### config.mk
export PLATFORM = sky130hd
export DESIGN_NAME = booth_mul_arbiter
export DESIGN_NICKNAME = d
export VERILOG_FILES = /design/src/rtl/booth_pkg.sv /design/src/rtl/booth_radix2_step.sv /design/src/rtl/booth_mul_arbiter.sv
export SDC_FILE = /design/constraint.sdc
export NUM_CORES = 1
export LEC_CHECK = 0
export BUFFER_PORTS_ARGS = -buffer_cell sky130_fd_sc_hd__buf_2
export CELL_PAD_IN_SITES_DETAIL_PLACEMENT = 1
export CELL_PAD_IN_SITES_GLOBAL_PLACEMENT = 1
export CORE_MARGIN = 3
export CORE_UTILIZATION = 40
export DETAILED_ROUTE_END_ITERATION = 16
export PLACE_DENSITY_LB_ADDON = 0.08
export SYNTH_ARGS = -nofsm -noshare
export SYNTH_HDL_FRONTEND = slang
export SYNTH_SLANG_ARGS = --single-unit
### constraint.sdc
create_clock -name clk -period 5.49 [get_ports clk]
set_clock_uncertainty 0.05 [all_clocks]
set_input_delay 0.549 -clock clk [delete_from_list [all_inputs] [get_ports clk]]
set_output_delay 0.549 -clock clk [all_outputs]
set_load 0.005 [all_outputs]
### src/rtl/booth_pkg.sv
// Shared types and constants for the shared iterative Booth multiplier.
package booth_pkg;

  typedef enum logic [1:0] {
    IDLE = 2'd0,
    RUN  = 2'd1,
    DONE = 2'd2
  } state_t;

  localparam logic [1:0] BOOTH_SUB = 2'b10;
  localparam logic [1:0] BOOTH_ADD = 2'b01;

  localparam int DEFAULT_WIDTH = 32;

endpackage

### src/rtl/booth_radix2_step.sv
// One combinational radix-2 Booth step: add/subtract the multiplicand,
// then arithmetic-shift {A, Q, q_1} right by one.
module booth_radix2_step
  import booth_pkg::*;
#(
  parameter int WIDTH = DEFAULT_WIDTH
) (
  input  logic [WIDTH:0]   a,
  input  logic [WIDTH:0]   m,
  input  logic [WIDTH-1:0] q,
  input  logic             q_1,
  output logic [WIDTH:0]   a_next,
  output logic [WIDTH-1:0] q_next,
  output logic             q_1_next
);

  logic [WIDTH:0] sum;

  always_comb begin
    sum = a;
    case ({q[0], q_1})
      BOOTH_SUB: sum = a - m;
      BOOTH_ADD: sum = a + m;
      default:   sum = a;
    endcase
    a_next   = {sum[WIDTH], sum[WIDTH:1]};
    q_next   = {sum[0], q[WIDTH-1:1]};
    q_1_next = q[0];
  end

endmodule

### src/rtl/booth_mul_arbiter.sv
// Round-robin arbiter in front of one iterative radix-2 Booth multiplier;
// one operation in flight, one Booth step per clock.
module booth_mul_arbiter
  import booth_pkg::*;
#(
  parameter int WIDTH = DEFAULT_WIDTH
) (
  input  logic               clk,
  input  logic               rst,
  input  logic               req0_valid,
  output logic               req0_ready,
  input  logic [WIDTH-1:0]   req0_x,
  input  logic [WIDTH-1:0]   req0_y,
  input  logic               req1_valid,
  output logic               req1_ready,
  input  logic [WIDTH-1:0]   req1_x,
  input  logic [WIDTH-1:0]   req1_y,
  output logic               rsp_valid,
  input  logic               rsp_ready,
  output logic               rsp_id,
  output logic [2*WIDTH-1:0] rsp_z,
  output logic               busy
);

  localparam int CW = $clog2(WIDTH + 1);
  localparam logic [CW-1:0] LAST_STEP = CW'(WIDTH - 1);

  state_t state, state_next;

  // ptr names the requester that wins when both are valid
  logic             ptr;
  logic             grant_id;
  logic             grant_any;
  logic             accept;
  logic [WIDTH-1:0] sel_x;
  logic [WIDTH-1:0] sel_y;

  logic [WIDTH:0]   a_reg, m_reg, a_nx;
  logic [WIDTH-1:0] q_reg, q_nx;
  logic             q1_reg, q1_nx;
  logic [CW-1:0]    cnt;

  booth_radix2_step #(.WIDTH(WIDTH)) u_step (
    .a        (a_reg),
    .m        (m_reg),
    .q        (q_reg),
    .q_1      (q1_reg),
    .a_next   (a_nx),
    .q_next   (q_nx),
    .q_1_next (q1_nx)
  );

  always_comb begin
    grant_any = req0_valid | req1_valid;
    grant_id  = 1'b0;
    if (req0_valid && req1_valid) grant_id = ptr;
    else                          grant_id = req1_valid;
    sel_x = grant_id ? req1_x : req0_x;
    sel_y = grant_id ? req1_y : req0_y;
  end

  always_comb begin
    state_next = state;
    req0_ready = 1'b0;
    req1_ready = 1'b0;
    accept     = 1'b0;
    case (state)
      IDLE: begin
        if (!rst && grant_any) begin
          req0_ready = ~grant_id;
          req1_ready = grant_id;
          accept     = 1'b1;
          state_next = RUN;
        end
      end
      RUN: begin
        if (cnt == LAST_STEP) state_next = DONE;
      end
      DONE: begin
        if (rsp_ready) state_next = IDLE;
      end
      default: state_next = IDLE;
    endcase
    rsp_valid = (state == DONE);
    busy      = (state != IDLE);
  end

  always_ff @(posedge clk) begin
    if (rst) begin
      state  <= IDLE;
      ptr    <= 1'b0;
      cnt    <= '0;
      rsp_z  <= '0;
      rsp_id <= 1'b0;
      a_reg  <= '0;
      m_reg  <= '0;
      q_reg  <= '0;
      q1_reg <= 1'b0;
    end else begin
      state <= state_next;
      case (state)
        IDLE: begin
          if (accept) begin
            a_reg  <= '0;
            m_reg  <= {sel_y[WIDTH-1], sel_y};
            q_reg  <= sel_x;
            q1_reg <= 1'b0;
            cnt    <= '0;
            rsp_id <= grant_id;
            ptr    <= ~grant_id;
          end
        end
        RUN: begin
          a_reg  <= a_nx;
          q_reg  <= q_nx;
          q1_reg <= q1_nx;
          cnt    <= cnt + 1'b1;
          // the extra A bit is dropped; the low 2*WIDTH bits are the exact product
          if (cnt == LAST_STEP) rsp_z <= {a_nx[WIDTH-1:0], q_nx};
        end
        default: ;
      endcase
    end
  end

endmodule

==> summary.md, run 1 <==
| Metric | Value |
|---|---|
| Initial antenna violation count | 0 |
| Routed WL | 30900 um |
| WP data required | 5.73 ns |
| Crit-path cells | nor4_2 -> nand3_1 -> nor3_2 -> nor3b_1 -> a41oi_1 -> xor2_1 -> ha_1 -> and3_1 -> a221oi_1 -> o21bai_1 -> a41o_1 -> a211oi_2 -> mux2i_1 -> mux2i_1 -> a21oi_1 |
| Vias | 9676 |
| CTS tree | built |
| Layout Cells excl Fill | 1769 |
| Dpl cells | 1737 |
| # diodes | 0 |
| Clock period minus worst slack | 4.79 ns |
| Status | finished, final reports clean |
| Vias in the first global route | 9511 |
| CORE AREA | 23700 sq um |
| Clock Power Share | 33.9% |
| I/O Pins | 202 |
| Place WS | 0.779 ns |
| H-tree lvl count | 4 |
| Total chip power | 3.63 mW |
| Worst r2r dst | a_reg[31]$_SDFFE_PP0P_ |
| Ys async rst share | 0% |
| Initial drt markers | 473 |
| PD cells | 316 nW/um^2 |
| Vias per cell | 5.47 |
| Prevailing post-synth register cell | dfxtp_1 |
| # clock sinks | 171 |
| Register area | 3420 sq um |
| HPWL Detailed | 22500 um |
| Max clock buf depth | 2 |
| Worst hold slack | 0.311 ns |
| Initial core utilization | 41.1% |
| Placement Cell Area | 10900 sq um |
| Net Sw Power | 1.32 mW |
| # fillers | 3075 |
| Final core occ | 48.5% |
| XOR/XNOR Fraction of Synth Area | 5.13% |
| Crit path launch type | flop |
| Fmax | 209 MHz |
| Leading post-synthesis cells by instance count | 244 x nand2_1, 186 x nor2_1, 171 x dfxtp_1 |
| Power Internal | 2.30 mW |
| Reg clk slew, reported paths | 0.08 ns |
| Endpoints failing setup | 0 |
| DRT Pass-1 Iters | 5 |
| FF-to-FF Start | m_reg[2]$_SDFFE_PP0P_ |
| Setup repair bufs after CTS | 0 |
| Final ANT Viol Nets | 0 |
| Sw Ratio | 36.5% |
| Critical Path Max Stage Delay | 0.70 ns |
| Max FFs per register | 64 |
| Global-route wire length before repair | 50200 um |
| Kind of cell adding the most delay to the critical path | simple AND/OR/NAND/NOR gates |
| Clock Latency Late Sink | 0.44 ns |
| Number of synthesized flops with an enable pin | 0 |
| Min-Delay Path Class | in -> reg |
| Post-route cell area | 11500 sq um |
| Worst Path Arrival | 5.02 ns |
| Fin worst setup slack | 0.703 ns |
| Syn Nets | 1474 |
| Cell leakage power | 4.83 nW |
| Post-route clock period utilization | 87.2% |
| Multiplexer share of the synthesized area | 1.04% |
| Full die area | 26200 sq um |
| Cell mode on critical path | mux2i_1 |
| Setup TNS | 0 ns |
| Fin. Hold Viols | 0 |
| Hold wc startpoint | req1_y[9] |
| Worst-margin pin slew | 1.05 ns |
| Grt total ovfl | 0 |
| Overall routing resource usage | 23.3% |
| Final Max Slew Viols | 0 |
| Synth Instances | 1305 |
| Flop pwr share | 38.1% |
| Hold depth | 3 |
| Count leader, synth | nand2_1 |
| Compound-cell area share of the yosys netlist | 24.8% |
| Worst reg-to-reg setup slack | 0.70 ns |
| Adder-Cell Fraction of Synth Area | 4.71% |
| DRC | 0 |
| Root buffer cell | clkbuf_16 |
| Synth area leaders | dfxtp_1 35%, nand2_1 9.4%, a21oi_1 7.6% |
| Cell taking the most area after synthesis | dfxtp_1 |
| Syn Area/Cell | 7.46 sq um |
| Most flops, register | rsp_z |
| Final net count | 1606 |
| Die height | 162 um |
| Syn. warnings | 0 |
| Max cap viols | 0 |
| P&R area growth vs syn | 17.9% |
| Crit Path Category | reg -> reg |
| Post-cts sizing count | 0 |
| Hold Path Sink | m_reg[9]$_SDFFE_PP0P_ |
| Worst path buffer plus inverter count | 0 |
| Top cell type's share of synthesized area | 35.2% |
| Num rows | 56 |
| Sequential fraction of the synthesis area | 35.2% |
| Multi-input gate area | 5900 sq um |
| Register bit total from synthesis | 171 |
| Die width | 162 um |
| Synth cell types | 75 |
| Gpl congestion | 0.879 |
| Largest net degree at the start of global routing | 111 |
| Layout cells sized above 1 | 19.2% |
| Worst r2r path cells | 15 |
| Combinational Power Share | 28.0% |
| RSZ-0062 raised after global routing | no |
| Post-Synth Simple-Gate Area | 24.3% |
| Worst ir drop on vdd | 0.132 mV |
| CP max-delay cell | nor3b_1 |
| Worst slew margin | 29.4% |
| Synth Cell Area | 9730 sq um |
| DR WL/cell | 17.5 um |
| Crit end category | flop |
| Top fanout value on the critical path | 6 |
| Port Buf Inserts | 201 |
| Hold_buf cts | 0 |
| Largest family of logic cells by synthesized area | compound AO/OA/AOI/OAI gates |
| CTS buffer count | 17 |
## final cells by class
class                           instances  area share (%)
Multi-Input combinational cell       1017            51.4
Sequential cell                       171            29.8
Timing Repair Buffer                  211            9.47
Clock buffer                           17            3.71
Tap cell                              319            3.48
Clock inverter                         15            1.52
Inverter                               19           0.621
## worst register-to-register path, stage by stage (launching register included)
cell and delay [ns]:
dfxtp_1 0.38, nor4_2 0.42, nand3_1 0.15, nor3_2 0.36, nor3b_1 0.70, a41oi_1 0.23
xor2_1 0.21, ha_1 0.37, and3_1 0.21, a221oi_1 0.30, o21bai_1 0.11, a41o_1 0.26
a211oi_2 0.25, mux2i_1 0.32, mux2i_1 0.23, a21oi_1 0.08
## how the worst max path moves through the flow
stage	from	slack [ns]	endpoint	depth (start not counted)
floorplan	m_reg[2]$_SDFFE_PP0P_	1.50	rsp_z[63]$_SDFFE_PP0P_	18
global placement	m_reg[2]$_SDFFE_PP0P_	1.0	a_reg[31]$_SDFFE_PP0P_	15
detailed placement	m_reg[2]$_SDFFE_PP0P_	0.78	a_reg[31]$_SDFFE_PP0P_	15
CTS	m_reg[2]$_SDFFE_PP0P_	0.75	a_reg[31]$_SDFFE_PP0P_	15
global route	m_reg[2]$_SDFFE_PP0P_	0.23	a_reg[31]$_SDFFE_PP0P_	15
finish	m_reg[2]$_SDFFE_PP0P_	0.70	a_reg[31]$_SDFFE_PP0P_	15
## cell families (layout without fill, tap and decap cells)
logic type	Yosys count	in the layout
AND/OR/NAND/NOR	554	554
AO/OA/AOI/OAI	360	360
buffers and inverters	117	262
adder cells (fa/ha/maj)	36	36
multiplexers	10	10
flip-flops	171	171
XOR/XNOR	57	57
## power groups by stage
stage               sequential [mW]  clock (mW)  combinational, mW
floorplan                      1.38           0              0.752
global placement               1.41           0              0.990
detailed placement             1.41           0               1.00
CTS                            1.38        1.26               1.01
global route                   1.39        1.31               1.13
finish                         1.38        1.23               1.01
## placed cells by master, fill, tap and decap left out, types with 17 or more instances in the layout
cell,Yosys,final
o21ai_0,28,27
a31oi_1,21,21
a211oi_1,23,23
a221oi_1,32,32
nor3_1,24,24
nand3_1,31,31
dfxtp_1,171,171
nand2_1,244,244
nor2_1,186,183
xor2_1,37,37
clkbuf_16,0,17
ha_1,35,34
buf_2,3,200
a311oi_1,37,37
inv_1,19,19
xnor2_1,20,20
a21oi_1,148,148
## metal layers
| layer | vias to the layer above | global-route usage [%] | part of all wire (%) |
|---|---|---|---|
| met5 | - | 0 | 0 |
| met4 | 0 | 5.97 | 1.6 |
| met3 | 31 | 3.16 | 3.6 |
| met2 | 202 | 36.7 | 44 |
| met1 | 4579 | 33.8 | 51 |
| li1 | 4864 | - | - |
No activity file was read; power rests on OpenSTA's default activity.
==> inputs of run 2 (changes only) <==
--- a/config.mk
+++ b/config.mk
@@ -5,11 +5,12 @@
 export SDC_FILE = /design/constraint.sdc
 export NUM_CORES = 1
 export LEC_CHECK = 0
+export ABC_AREA = 1
 export BUFFER_PORTS_ARGS = -buffer_cell sky130_fd_sc_hd__buf_2
 export CELL_PAD_IN_SITES_DETAIL_PLACEMENT = 1
 export CELL_PAD_IN_SITES_GLOBAL_PLACEMENT = 1
 export CORE_MARGIN = 3
-export CORE_UTILIZATION = 40
+export CORE_UTILIZATION = 39
 export DETAILED_ROUTE_END_ITERATION = 16
 export PLACE_DENSITY_LB_ADDON = 0.08
 export SYNTH_ARGS = -nofsm -noshare
==> summary.md, run 2 <==
| Metric | Value |
|---|---|
| DRC | 0 |
| Port Buf Inserts | 201 |
| Endpoints failing setup | 0 |
| Gpl congestion | 0.920 |
| Routed WL | 33900 um |
| Die height | 165 um |
| Net Sw Power | 1.36 mW |
| RSZ-0062 raised after global routing | no |
| Initial core utilization | 40.2% |
| Final Max Slew Viols | 0 |
| Clock Power Share | 34.3% |
| CTS buffer count | 17 |
| CP max-delay cell | inv_1 |
| Crit end category | flop |
| Top fanout value on the critical path | 23 |
| Syn. warnings | 0 |
| Power Internal | 2.24 mW |
| Kind of cell adding the most delay to the critical path | simple AND/OR/NAND/NOR gates |
| Layout cells sized above 1 | 18.2% |
| Number of synthesized flops with an enable pin | 0 |
| Clock Latency Late Sink | 0.44 ns |
| Syn Nets | 1632 |
| Cell taking the most area after synthesis | dfxtp_1 |
| Largest net degree at the start of global routing | 86 |
| # diodes | 0 |
| Synth area leaders | dfxtp_1 35%, nand2_1 16%, a21oi_1 7.5% |
| Sw Ratio | 37.7% |
| Count leader, synth | nand2_1 |
| DRT Pass-1 Iters | 6 |
| Commonest cells after routing, fill and taps aside | 430 x nand2_1, 200 x buf_2, 171 x dfxtp_1, 148 x a21oi_1, 134 x inv_1 |
| Die width | 165 um |
| Prevailing post-synth register cell | dfxtp_1 |
| Grt total ovfl | 0 |
| Root buffer cell | clkbuf_16 |
| Max clock buf depth | 2 |
| Clock period minus worst slack | 4.16 ns |
| Setup TNS | 0 ns |
| Crit path launch type | flop |
| Worst-margin pin slew | 1.04 ns |
| Worst slew margin | 30.8% |
| Worst reg-to-reg setup slack | 1.33 ns |
| Worst ir drop on vdd | 0.208 mV |
| Cell leakage power | 5.48 nW |
| Max cap viols | 0 |
| Final ANT Viol Nets | 0 |
| Top cell type's share of synthesized area | 34.6% |
| Fmax | 240 MHz |
| Hold_buf cts | 0 |
| Register bit total from synthesis | 171 |
| Syn Area/Cell | 6.76 sq um |
| Synth cell types | 48 |
| Final core occ | 47.3% |
| Full die area | 27300 sq um |
| Worst Path Arrival | 4.51 ns |
| Vias | 10.3k |
| Post-cts sizing count | 0 |
| Initial antenna violation count | 0 |
| Final net count | 1788 |
| Crit-path cells | inv_1 -> ha_1 -> inv_1 -> nand2_2 -> o21ai_2 -> or2_4 -> nor2_4 -> nand2_1 -> xor2_1 -> ha_1 -> nand2_1 -> nor2_1 -> nand2_1 -> nor4_1 -> nand2_1 -> nand2_1 -> nand2_1 -> nand3_1 -> o21ai_0 -> a21o_1 -> inv_1 |
| Fin worst setup slack | 1.33 ns |
| Ys async rst share | 0% |
| Global-route wire length before repair | 54400 um |
| Combinational Power Share | 28.8% |
| Place WS | 1.39 ns |
| # clock sinks | 171 |
| HPWL Detailed | 25000 um |
| Max FFs per register | 64 |
| Initial drt markers | 500 |
| H-tree lvl count | 4 |
| Overall routing resource usage | 24.9% |
| Reg clk slew, reported paths | 0.08 ns |
| Vias per cell | 5.27 |
| CORE AREA | 24600 sq um |
| Setup repair bufs after CTS | 0 |
| Cell mode on critical path | nand2_1 |
| WP data required | 5.83 ns |
| Commonest non-fill, non-tap cell in the layout | nand2_1 |
| CTS tree | built |
| Most flops, register | rsp_z |
| Critical Path Max Stage Delay | 0.50 ns |
| Min-Delay Path Class | in -> reg |
| Flop pwr share | 36.9% |
| Synth Cell Area | 9900 sq um |
| PD cells | 309 nW/um^2 |
| Vias in the first global route | 10.5k |
| P&R area growth vs syn | 17.5% |
| Status | finished, final reports clean |
| Post-route clock period utilization | 75.8% |
| DR WL/cell | 17.3 um |
| I/O Pins | 202 |
| Sequential fraction of the synthesis area | 34.6% |
| Fin. Hold Viols | 0 |
| Crit Path Category | reg -> reg |
| Leading post-synthesis cells by instance count | 430 x nand2_1, 171 x dfxtp_1, 148 x a21oi_1 |
| Worst path buffer plus inverter count | 3 |
| Synth Instances | 1463 |
| Num rows | 57 |
-- run 2: changes by cell type after synthesis, moves of 18 or more --
cell | before | now
a211oi_1 | 23 | 1
a22oi_1 | 1 | 34
a311oi_1 | 37 | 0
buf_2 | 3 | 21
clkbuf_1 | 77 | 34
inv_1 | 19 | 135
nand2_1 | 244 | 430
nand3_1 | 31 | 56
nor2_1 | 186 | 108
nor3_1 | 24 | 6
o21ai_0 | 28 | 61
o22ai_1 | 1 | 19
xor2_1 | 37 | 15
-- run 2: layout make-up --
cell class	count	area, sq um
flip-flops and latches	171	3420
clock buffers	17	425
repair buffers	209	1070
fillers	3296	13000
inverters	139	522
well taps	324	405
clock inverters	15	173
multi-input cells	1081	5620
-- run 2: per-layer routing --
metal | wire [um] | track usage (%)
met5 | 0 | 0
met2 | 17100 | 44.3
met3 | 1230 | 4.29
met4 | 699 | 6.84
met1 | 14800 | 31.0
-- run 2: per-stage QoR --
step	hold slack [ns]	cell area [sq um]	power, mW	instances
detailed placement	0.399	11000	2.38	1924
global placement	0.396	11000	2.37	1924
floorplan	0.394	9900	2.09	1463
finish	0.299	11600	3.60	1956
CTS	0.284	11600	3.64	1956
global route	0.294	11600	3.83	1956
-- run 2: worst paths after layout --
kind,start,end,depth (start not counted)
worst min-delay path,req1_x[4],q_reg[4]$_SDFFE_PP0P_,3
worst max register to register,q_reg[0]$_SDFFE_PP0P_,rsp_z[59]$_SDFFE_PP0P_,21
worst max-delay path,q_reg[0]$_SDFFE_PP0P_,rsp_z[59]$_SDFFE_PP0P_,21
worst min register to register,rsp_z[18]$_SDFFE_PP0P_,rsp_z[18]$_SDFFE_PP0P_,2
-- run 2: power by group through the flow --
stage	clock network, mW	registers (mW)	logic (mW)
finish	1.24	1.33	1.04
floorplan	0	1.34	0.750
CTS	1.27	1.33	1.04
global route	1.31	1.33	1.18
detailed placement	0	1.36	1.03
global placement	0	1.36	1.02
-- run 2: cell families (layout without fill, tap and decap cells) --
logic type               Yosys count  in the layout  share of synthesized area [%]
AO/OA/AOI/OAI                    352            352                           21.1
XOR/XNOR                          34             34                           3.01
adder cells (fa/ha/maj)           36             36                           4.63
buffers and inverters            211            380                           8.76
flip-flops                       171            171                           34.6
multiplexers                       1              1                          0.101
AND/OR/NAND/NOR                  658            658                           27.8
-- run 2: worst register-to-register path, cell delays in order, from the launching register on --
cell	delay, ns
dfxtp_1	0.32
inv_1	0.07
ha_1	0.50
inv_1	0.50
nand2_2	0.23
o21ai_2	0.09
or2_4	0.27
nor2_4	0.13
nand2_1	0.08
xor2_1	0.15
ha_1	0.37
nand2_1	0.11
nor2_1	0.21
nand2_1	0.11
nor4_1	0.25
nand2_1	0.13
nand2_1	0.07
nand2_1	0.04
nand3_1	0.09
o21ai_0	0.12
a21o_1	0.19
inv_1	0.04
